--- config.mk ---
export PLATFORM = sky130hd
export DESIGN_NAME = cpu_core
export DESIGN_NICKNAME = d
export VERILOG_FILES = /design/src/rtl/cpu_pkg.sv /design/src/rtl/cpu_alu.sv /design/src/rtl/cpu_core.sv
export SDC_FILE = /design/constraint.sdc
export NUM_CORES = 2
export LEC_CHECK = 0
export CORE_ASPECT_RATIO = 1.2
export CORE_UTILIZATION = 43
export DETAILED_ROUTE_END_ITERATION = 8
export PLACE_DENSITY = 0.66
export SLEW_MARGIN = 15
export SYNTH_ARGS = -nofsm -noshare
export SYNTH_HDL_FRONTEND = slang
export SYNTH_HIERARCHICAL = 1
export SYNTH_SLANG_ARGS = --single-unit
--- constraint.sdc ---
create_clock -name clk -period 42.7 [get_ports clk]
set_clock_uncertainty 0.05 [all_clocks]
set_input_delay 6.405 -clock clk [delete_from_list [all_inputs] [get_ports clk]]
set_output_delay 6.405 -clock clk [all_outputs]
set_load 0.005 [all_outputs]
--- src/rtl/cpu_pkg.sv ---
// cpu_pkg: shared decode definitions for the cpu_core slice.
//   - RV32I opcode and funct3/funct7 constants for the supported subset
//   - alu_op_e:        ALU operation selector
//   - decoded_instr_t: fields produced by decode() for the EX stage
//   - decode():        maps an instruction word to decoded_instr_t
package cpu_pkg;

  localparam logic [6:0] OPC_OP     = 7'h33;
  localparam logic [6:0] OPC_OP_IMM = 7'h13;
  localparam logic [6:0] OPC_LUI    = 7'h37;

  localparam logic [2:0] F3_ADD_SUB = 3'b000;
  localparam logic [2:0] F3_SLL     = 3'b001;
  localparam logic [2:0] F3_SLT     = 3'b010;
  localparam logic [2:0] F3_SLTU    = 3'b011;
  localparam logic [2:0] F3_XOR     = 3'b100;
  localparam logic [2:0] F3_SRL_SRA = 3'b101;
  localparam logic [2:0] F3_OR      = 3'b110;
  localparam logic [2:0] F3_AND     = 3'b111;

  localparam logic [6:0] F7_BASE = 7'h00;
  localparam logic [6:0] F7_ALT  = 7'h20;

  typedef enum logic [3:0] {
    ALU_ADD, ALU_SUB, ALU_SLL, ALU_SLT, ALU_SLTU,
    ALU_XOR, ALU_SRL, ALU_SRA, ALU_OR, ALU_AND
  } alu_op_e;

  typedef struct packed {
    logic [4:0]  rs1;
    logic [4:0]  rs2;
    logic [4:0]  rd;
    logic [31:0] imm;
    alu_op_e     alu_op;
    logic        use_rs1;
    logic        use_rs2;
    logic        we;
    logic        illegal;
  } decoded_instr_t;

  // funct3 -> operation, assuming the base (funct7 = 0) variant.
  function automatic alu_op_e base_op(input logic [2:0] f3);
    alu_op_e op;
    case (f3)
      F3_ADD_SUB: op = ALU_ADD;
      F3_SLL:     op = ALU_SLL;
      F3_SLT:     op = ALU_SLT;
      F3_SLTU:    op = ALU_SLTU;
      F3_XOR:     op = ALU_XOR;
      F3_SRL_SRA: op = ALU_SRL;
      F3_OR:      op = ALU_OR;
      default:    op = ALU_AND;
    endcase
    return op;
  endfunction

  function automatic decoded_instr_t decode(input logic [31:0] instr);
    decoded_instr_t d;
    logic [6:0] f7;
    logic [2:0] f3;
    f7        = instr[31:25];
    f3        = instr[14:12];
    d.rs1     = instr[19:15];
    d.rs2     = instr[24:20];
    d.rd      = instr[11:7];
    d.imm     = {{20{instr[31]}}, instr[31:20]};
    d.alu_op  = ALU_ADD;
    d.use_rs1 = 1'b0;
    d.use_rs2 = 1'b0;
    d.we      = 1'b0;
    d.illegal = 1'b0;
    case (instr[6:0])
      OPC_LUI: begin
        // LUI is computed as 0 + imm: rs1 is not used, so operand a is zero.
        d.imm = {instr[31:12], 12'h000};
        d.we  = 1'b1;
      end
      OPC_OP_IMM: begin
        d.use_rs1 = 1'b1;
        d.we      = 1'b1;
        d.alu_op  = base_op(f3);
        // Only the shift immediates constrain the upper immediate bits.
        if (f3 == F3_SLL && f7 != F7_BASE) d.illegal = 1'b1;
        if (f3 == F3_SRL_SRA) begin
          if (f7 == F7_ALT)        d.alu_op  = ALU_SRA;
          else if (f7 != F7_BASE)  d.illegal = 1'b1;
        end
      end
      OPC_OP: begin
        d.use_rs1 = 1'b1;
        d.use_rs2 = 1'b1;
        d.we      = 1'b1;
        d.alu_op  = base_op(f3);
        if (f7 == F7_ALT && f3 == F3_ADD_SUB)      d.alu_op  = ALU_SUB;
        else if (f7 == F7_ALT && f3 == F3_SRL_SRA) d.alu_op  = ALU_SRA;
        else if (f7 != F7_BASE)                    d.illegal = 1'b1;
      end
      default: d.illegal = 1'b1;
    endcase
    // An illegal instruction is a NOP: it reads nothing, so it can never
    // stall or bypass, and it writes nothing.
    if (d.illegal) begin
      d.use_rs1 = 1'b0;
      d.use_rs2 = 1'b0;
      d.we      = 1'b0;
    end
    return d;
  endfunction

endpackage

--- src/rtl/cpu_alu.sv ---
// cpu_alu: combinational RV32I integer ALU.
//   i_a      operand a (rs1 value, or zero for LUI)
//   i_b      operand b (rs2 value or sign-extended immediate)
//   i_alu_op operation select
//   o_result result; shift amount is i_b[4:0], add/sub wrap
module cpu_alu
  import cpu_pkg::*;
#(
  parameter int XLEN = 32
) (
  input  logic [XLEN-1:0] i_a,
  input  logic [XLEN-1:0] i_b,
  input  alu_op_e         i_alu_op,
  output logic [XLEN-1:0] o_result
);

  logic [4:0] w_shamt;
  logic       w_lt_s;
  logic       w_lt_u;

  assign w_shamt = i_b[4:0];
  assign w_lt_s  = $signed(i_a) < $signed(i_b);
  assign w_lt_u  = i_a < i_b;

  always_comb begin
    o_result = '0;
    case (i_alu_op)
      ALU_ADD:  o_result = i_a + i_b;
      ALU_SUB:  o_result = i_a - i_b;
      ALU_SLL:  o_result = i_a << w_shamt;
      ALU_SLT:  o_result = {{(XLEN-1){1'b0}}, w_lt_s};
      ALU_SLTU: o_result = {{(XLEN-1){1'b0}}, w_lt_u};
      ALU_XOR:  o_result = i_a ^ i_b;
      ALU_SRL:  o_result = i_a >> w_shamt;
      ALU_SRA:  o_result = $signed(i_a) >>> w_shamt;
      ALU_OR:   o_result = i_a | i_b;
      ALU_AND:  o_result = i_a & i_b;
      default:  o_result = '0;
    endcase
  end

endmodule

--- src/rtl/cpu_core.sv ---
// cpu_core: three-stage in-order RV32I integer execute core (IF latch, EX, WB)
// for the OP / OP-IMM / LUI subset, with a 32x32 register file (x0 = 0).
//
// Ports:
//   clk, rst          clock (rising edge), asynchronous active-high reset
//   instr_valid       encoded_value holds an instruction
//   encoded_value     RV32I instruction word
//   in_ready          core accepts encoded_value this cycle
//   curr_rd           destination of an externally pending write (0 = none)
//   we_stall          EX held this cycle
//   we_bypass         an EX operand is forwarded from WB this cycle
//   wb_valid          register-file write at this edge (also for rd = x0)
//   wb_rd, wb_data    write destination and data
//   illegal           sticky unsupported-instruction flag
//   dbg_addr/dbg_data combinational register-file read port
//
// Build option: CPU_BYPASS_EN. When defined, a WB-to-EX dependency is
// forwarded. When undefined, the dependency stalls EX for one cycle and
// we_bypass is tied low.
//
// Handshake: an instruction transfers at a rising edge where
// instr_valid && in_ready. in_ready drops only while a valid EX
// instruction is stalled; an instruction offered while in_ready is low is
// not taken.
module cpu_core
  import cpu_pkg::*;
#(
  parameter int XLEN  = 32,
  parameter int NREGS = 32
) (
  input  logic            clk,
  input  logic            rst,
  input  logic            instr_valid,
  input  logic [31:0]     encoded_value,
  output logic            in_ready,
  input  logic [4:0]      curr_rd,
  output logic            we_stall,
  output logic            we_bypass,
  output logic            wb_valid,
  output logic [4:0]      wb_rd,
  output logic [XLEN-1:0] wb_data,
  output logic            illegal,
  input  logic [4:0]      dbg_addr,
  output logic [XLEN-1:0] dbg_data
);

  logic [XLEN-1:0] r_regs [NREGS];

  logic            r_ex_valid;
  logic [31:0]     r_ex_instr;
  logic            r_wb_valid;
  logic [4:0]      r_wb_rd;
  logic [XLEN-1:0] r_wb_data;
  logic            r_illegal;

  decoded_instr_t  w_dec;
  logic [XLEN-1:0] w_rs1_rf;
  logic [XLEN-1:0] w_rs2_rf;
  logic            w_ext1;
  logic            w_ext2;
  logic            w_hit1;
  logic            w_hit2;
  logic            w_ext_stall;
  logic            w_stall;
  logic            w_bypass;
  logic [XLEN-1:0] w_op1;
  logic [XLEN-1:0] w_op2;
  logic [XLEN-1:0] w_a;
  logic [XLEN-1:0] w_b;
  logic [XLEN-1:0] w_result;

  assign w_dec    = decode(r_ex_instr);
  assign w_rs1_rf = (w_dec.rs1 == 5'd0) ? '0 : r_regs[w_dec.rs1];
  assign w_rs2_rf = (w_dec.rs2 == 5'd0) ? '0 : r_regs[w_dec.rs2];

  // Only sources the instruction really reads take part in hazards.
  assign w_ext1 = r_ex_valid && w_dec.use_rs1 && curr_rd != 5'd0 && curr_rd == w_dec.rs1;
  assign w_ext2 = r_ex_valid && w_dec.use_rs2 && curr_rd != 5'd0 && curr_rd == w_dec.rs2;
  assign w_hit1 = r_ex_valid && w_dec.use_rs1 && r_wb_valid && r_wb_rd != 5'd0
                  && r_wb_rd == w_dec.rs1;
  assign w_hit2 = r_ex_valid && w_dec.use_rs2 && r_wb_valid && r_wb_rd != 5'd0
                  && r_wb_rd == w_dec.rs2;
  assign w_ext_stall = w_ext1 || w_ext2;

`ifdef CPU_BYPASS_EN
  // An external hazard outranks forwarding: nothing is forwarded while held.
  assign w_stall  = w_ext_stall;
  assign w_bypass = !w_ext_stall && (w_hit1 || w_hit2);
  assign w_op1    = w_hit1 ? r_wb_data : w_rs1_rf;
  assign w_op2    = w_hit2 ? r_wb_data : w_rs2_rf;
`else
  // WB writes at the end of this cycle; holding EX one cycle lets the
  // register file supply the new value.
  assign w_stall  = w_ext_stall || w_hit1 || w_hit2;
  assign w_bypass = 1'b0;
  assign w_op1    = w_rs1_rf;
  assign w_op2    = w_rs2_rf;
`endif

  assign w_a = w_dec.use_rs1 ? w_op1 : '0;
  assign w_b = w_dec.use_rs2 ? w_op2 : XLEN'(w_dec.imm);

  cpu_alu #(.XLEN(XLEN)) u_alu (
    .i_a      (w_a),
    .i_b      (w_b),
    .i_alu_op (w_dec.alu_op),
    .o_result (w_result)
  );

  always_ff @(posedge clk or posedge rst) begin
    if (rst) begin
      r_ex_valid <= 1'b0;
      r_ex_instr <= '0;
      r_wb_valid <= 1'b0;
      r_wb_rd    <= '0;
      r_wb_data  <= '0;
      r_illegal  <= 1'b0;
    end else begin
      if (r_ex_valid && w_dec.illegal) r_illegal <= 1'b1;
      if (w_stall) begin
        // EX holds its instruction; WB receives a bubble.
        r_wb_valid <= 1'b0;
      end else begin
        r_wb_valid <= r_ex_valid && w_dec.we;
        r_wb_rd    <= w_dec.rd;
        r_wb_data  <= w_result;
        r_ex_valid <= instr_valid;
        if (instr_valid) r_ex_instr <= encoded_value;
      end
    end
  end

  always_ff @(posedge clk or posedge rst) begin
    if (rst) begin
      for (int i = 0; i < NREGS; i++) r_regs[i] <= '0;
    end else if (r_wb_valid && r_wb_rd != 5'd0) begin
      r_regs[r_wb_rd] <= r_wb_data;
    end
  end

  assign in_ready  = !w_stall;
  assign we_stall  = w_stall;
  assign we_bypass = w_bypass;
  assign wb_valid  = r_wb_valid;
  assign wb_rd     = r_wb_rd;
  assign wb_data   = r_wb_data;
  assign illegal   = r_illegal;
  assign dbg_data  = (dbg_addr == 5'd0) ? '0 : r_regs[dbg_addr];

endmodule

# ---- After elaboration in Yosys (flattened, before gate mapping)
# Cells that the tools add are included.
dict set report op_classes {
  add_sub_neg 2
  order_cmp 7
  eq_ne 23
  n_shift 3
  n_mux 37
  bitwise_logic 8
  n_reduce_logical 33
}
# op n
set ops {}
lappend ops {{$bwmux W1024} 1}
lappend ops {{$bmux W32 S5} 3}
lappend ops {{$mux W32} 12}
lappend ops {{$pmux W32 S10} 1}
lappend ops {{$demux W32 S5} 1}
lappend ops {{$lt A32 B32 Y1} 2}
lappend ops {{$add A32 B32 Y32} 1}
lappend ops {{$and A32 B32 Y32} 1}
lappend ops {{$or A32 B32 Y32} 1}
lappend ops {{$shl A32 B5 Y32} 1}
lappend ops {{$shr A32 B5 Y32} 1}
lappend ops {{$sshr A32 B5 Y32} 1}
lappend ops {{$sub A32 B32 Y32} 1}
lappend ops {{$xor A32 B32 Y32} 1}
lappend ops {{$mux W31} 1}
lappend ops {{$pmux W4 S7} 1}
lappend ops {{$ge A6 B6 Y1 const B} 4}
lappend ops {{$not A5 Y6} 4}
lappend ops {{$eq A7 B6 Y1 const B} 3}
lappend ops {{$eq A5 B5 Y1} 4}
lappend ops {{$logic_and A1 B1 Y1} 19}
lappend ops {{$eq A4 B3 Y1 const B} 4}
lappend ops {{$mux W4} 4}
lappend ops {{$logic_not A5 Y1} 3}
lappend ops {{21 further kinds} 38}
dict set report totals {
  register_bits 1096
  out_inout_bits 74
  elab_cells 151
}

# ---- Depth between registers and ports, before layout
dict set report depth {
  word_depth 16
  mapped_depth 24
  mapped_depth_nobuf 20
}

# ---- Hierarchy
# Netlist, hierarchy kept.
# module n_inst cells_per_inst area_each_um2 seq_area_each_um2
set modules_own_cells {}
lappend modules_own_cells {cpu_core 1 3958 65217.5 27426.3}
lappend modules_own_cells {cpu_alu 1 1231 8196.6 0.0}

# ---- Worst setup path after synthesis
# OpenSTA, ideal clock, no wires.
dict set report synth_path {
  kind {input to output}
  startpoint {input dbg_addr[0]}
  endpoint {output dbg_data[10]}
  arrival_ns 8.585
  required_time_ns 36.245
  setup_slack_ns 27.660
  cell_stages 7
  path_cell_list {clkbuf_1 > buf_2 > buf_1 > mux4_2 > mux4_2 > mux2i_1 > nor2_1}
}
dict set report synth_via {
  elab_chain_cells 5
  elab_cells_between_ends 6
  classes_between {mux: 4; bitwise: 1; reduce/logical: 1}
}
# item line_no
set synth_lines {}
lappend synth_lines {{start: declaration} cpu_core.sv:43} ;# input logic [4:0] dbg_addr,
lappend synth_lines {{$not A5 Y6 (not written as such)} cpu_core.sv:148} ;# assign dbg_data = (dbg_addr == 5'd0) ? '0 : r_regs[dbg_addr];
lappend synth_lines {{$bmux W32 S5} cpu_core.sv:148}
lappend synth_lines {{$mux W32 (not written as such) (2 in a row)} cpu_core.sv:148}
lappend synth_lines {{$mux W32 (*)} cpu_core.sv:148}
lappend synth_lines {{end: declaration} cpu_core.sv:44} ;# output logic [XLEN-1:0] dbg_data
# Every way passes the cells marked *; elsewhere a longest branch is shown, timed or not. The select of a mux whose other input is x is not followed.

# ---- Worst setup path after layout
dict set report layout_path {
  startpoint {input dbg_addr[0]}
  endpoint {output dbg_data[13]}
}
# The elaborated chain is that of the path after synthesis.

==> run summary <==
status = finished, final reports clean
Syn. warnings = 6
Net Count, Synth = 5,335
number of antenna violations at the first check in global routing = 2
layout cell share with drive strength beyond 1 = 48.3%
Crit path arrival time = 10.66 ns
Die Width = 379 um
TritonCTS buffer count = 108
CP max FO = 77
drt drc = 0
Critical Path RT = 36.24 ns
Synth Flop Type = dfrtp_1
hold slack = 0.366 ns
fill cell count = 14,400
Leak Pwr = 34.7 nW
fin nets = 5,106
global-route wire length before repair = 359,000 um
post-CTS setup buffers = 0
Pins Over Slew Limit = 0
# IOs = 119
setup TNS = 0 ns
Post-CTS Hold Buffers = 0
Max Root-Sink Buffers = 3
Power Dens Cells = 31.8 nW/um2
CTS Sinks = 1,096
wire per inst = 33.5 um
starting DRC count in detailed routing = 5,719
Slew @ Worst Pin = 1.21 ns
CTS tree = built
CP max stage delay = 0.81 ns
total grt overflow = 0
Clock Latency Late Sink = 0.78 ns
core area = 169,000 um2
clk slew on worst S/H paths = 0.06 ns
most frequent cells in the layout = 1,085 x dfrtp_1, 1,039 x mux2_2, 987 x mux4_2
die height = 455 um
vias in the first global route = 50,300
synthesis-to-layout area growth = 9.32%
slowest stage cell, crit path = buf_4
PortBufs = 117
Cell Chain, Critical Path = buf_8 -> buf_4 -> buf_4 -> mux4_2 -> mux4_2 -> mux2i_1 -> nor2_1 -> clkdlybuf4s50_1
die footprint = 172,000 um2
commonest non-fill, non-tap cell in the layout = dfrtp_1
Final GP Congestion = 0.989
startpoint types = input pin
final hold violations = 0
first-pass iteration count of the detailed router = 7
Period Utilization, post-route = 40.1%
Initial Utilization = 43.4%
cts repair resizes = 0
kind of end point of the critical path = output port
DRT antenna net count = 0
Std-Cell Rows = 165
largest net degree at the start of global routing = 165
H-tree levels = 3
Root Driver = clkbuf_16
number of synthesized flops with an enable pin = 0
Worst IR Drop VDD = 34.1 uV
Yosys cell types = 93
Gate Count Post-Synth = 5,189
Mean Syn Cell Area = 14.1 um2
grt met3 use = 6.23%
setup violators final = 0
via count = 50,400
ys async rst share = 100%
hpwl dp = 151,000 um
Post-Syn Area = 73,400 um2
grt met2 use = 44.5%
#FFs+latches synth = 1,096
min-delay worst type = reg2reg
Seq/Total Area, Yosys = 37.4%
Worst Setup Path Type = in2out
GR Layer Usage met1 = 37.8%
wirelength, routed = 245,000 um
Tmin final = 17.11 ns
achievable frequency = 58.4 MHz
GR peak layer = met2
Vias/cell = 6.89
max cap viols = 0
GRT Total Usage = 28.6%
slew margin rel. = 19.4%
RSZ-0062 raised after global routing = false
[flip-flops by register name, summed over array words and instances (netlist names)]
register and flops:
wb_data 32, wb_rd 5, r_regs 1024, wb_valid 1, r_ex_valid 1, r_ex_instr 32
illegal 1
[power by group]
part | switching (W) | total, W | internal, W
logic | 0.000238 | 0.000402 | 0.000164
registers | 0.0000504 | 0.00112 | 0.00107
clock network | 0.000439 | 0.00103 | 0.000592
total | 0.000727 | 0.00255 | 0.00182
[Yosys cell counts, types with 14 or more instances]
master | count | area, um2
clkbuf_1 | 379 | 1420
a221oi_1 | 27 | 236
ha_1 | 99 | 1240
nor2b_1 | 14 | 87.6
a21o_1 | 23 | 173
inv_1 | 95 | 357
mux2_4 | 20 | 300
nand2_1 | 136 | 510
buf_1 | 140 | 526
xor2_1 | 16 | 140
o21ai_0 | 93 | 465
o22ai_1 | 14 | 87.6
buf_2 | 48 | 240
a22oi_1 | 33 | 248
mux2i_1 | 117 | 1170
dfrtp_1 | 1096 | 27400
a21oi_1 | 149 | 746
nor3_1 | 31 | 155
a211oi_1 | 31 | 233
o211ai_1 | 27 | 203
xnor2_1 | 28 | 245
nor2_1 | 261 | 980
nand3_1 | 26 | 130
nand2b_1 | 22 | 138
mux4_2 | 987 | 22200
mux2_2 | 1039 | 11700
[cell families (layout without fill, tap and decap cells)]
group / after synthesis / in the layout / share of synthesized area [%]
compound gates: 522 / 522 / 4.75
xor+xnor: 44 / 44 / 0.525
fa+ha+maj: 101 / 101 / 1.74
mux: 2176 / 2176 / 48.4
other cells: 1 / 4 / 0.00511
flops: 1096 / 1096 / 37.4
simple gates: 568 / 568 / 3.52
buf+inv: 681 / 542 / 3.68
[stage by stage]
stage | cell area [um2] | std cells | total power (W) | utilization (%) | worst slack, ns
6_report | 80300 | 7307 | 0.00255 | 47.5 | 25.59
5_1_grt | 80300 | 7305 | 0.00263 | 47.5 | 25.22
4_1_cts | 80200 | 7304 | 0.00257 | 47.5 | 25.46
3_5_place_dp | 76400 | 7104 | 0.00154 | 45.2 | 25.47
3_3_place_gp | 76400 | 7104 | 0.00153 | 45.2 | 25.51
2_1_floorplan | 73400 | 5189 | 0.00140 | - | 5.39
[metal layers]
layer | share of wire, % | wire [um] | vias to the layer above
li1 | - | - | 20000
met1 | 38 | 93800 | 27000
met2 | 47 | 114000 | 2789
met3 | 9.3 | 22800 | 585
met4 | 5.8 | 14100 | 2
met5 | 0.0033 | 8 | -
[worst paths after layout]
path / startpoint / end / slack, ns / cells past startpoint
setup / recovery: dbg_addr[0] / dbg_data[13] / 25.59 / 8
max in group asynchronous: rst / r_ex_instr[19] / 32.68 / 6
setup reg to reg: r_ex_instr[21] / wb_data[31] / 34.37 / 19
min in group asynchronous: rst / r_regs[972] / 6.14 / 2
hold / removal: r_regs[1012] / r_regs[1012] / 0.37 / 0
hold reg to reg: r_regs[1012] / r_regs[1012] / 0.37 / 0
[critical path: cells and delay by family]
family,cells,cell delay (ns)
and+or+nand+nor,1,0.14
muxes,3,1.33
buffers and inverters,4,2.70
[final cells by class]
cell class | instances | area, um2 | share of cell area (%)
Tap cell | 2254 | 2820 | 3.51
Multi-Input combinational cell | 3412 | 43600 | 54.3
Clock inverter | 46 | 658 | 0.820
Sequential cell | 1096 | 27500 | 34.2
Timing Repair Buffer | 240 | 2200 | 2.74
Inverter | 102 | 390 | 0.486
Antenna cell | 3 | 7.51 | 0.00935
Clock buffer | 154 | 3140 | 3.91
Power figures use the tool's default switching activity.
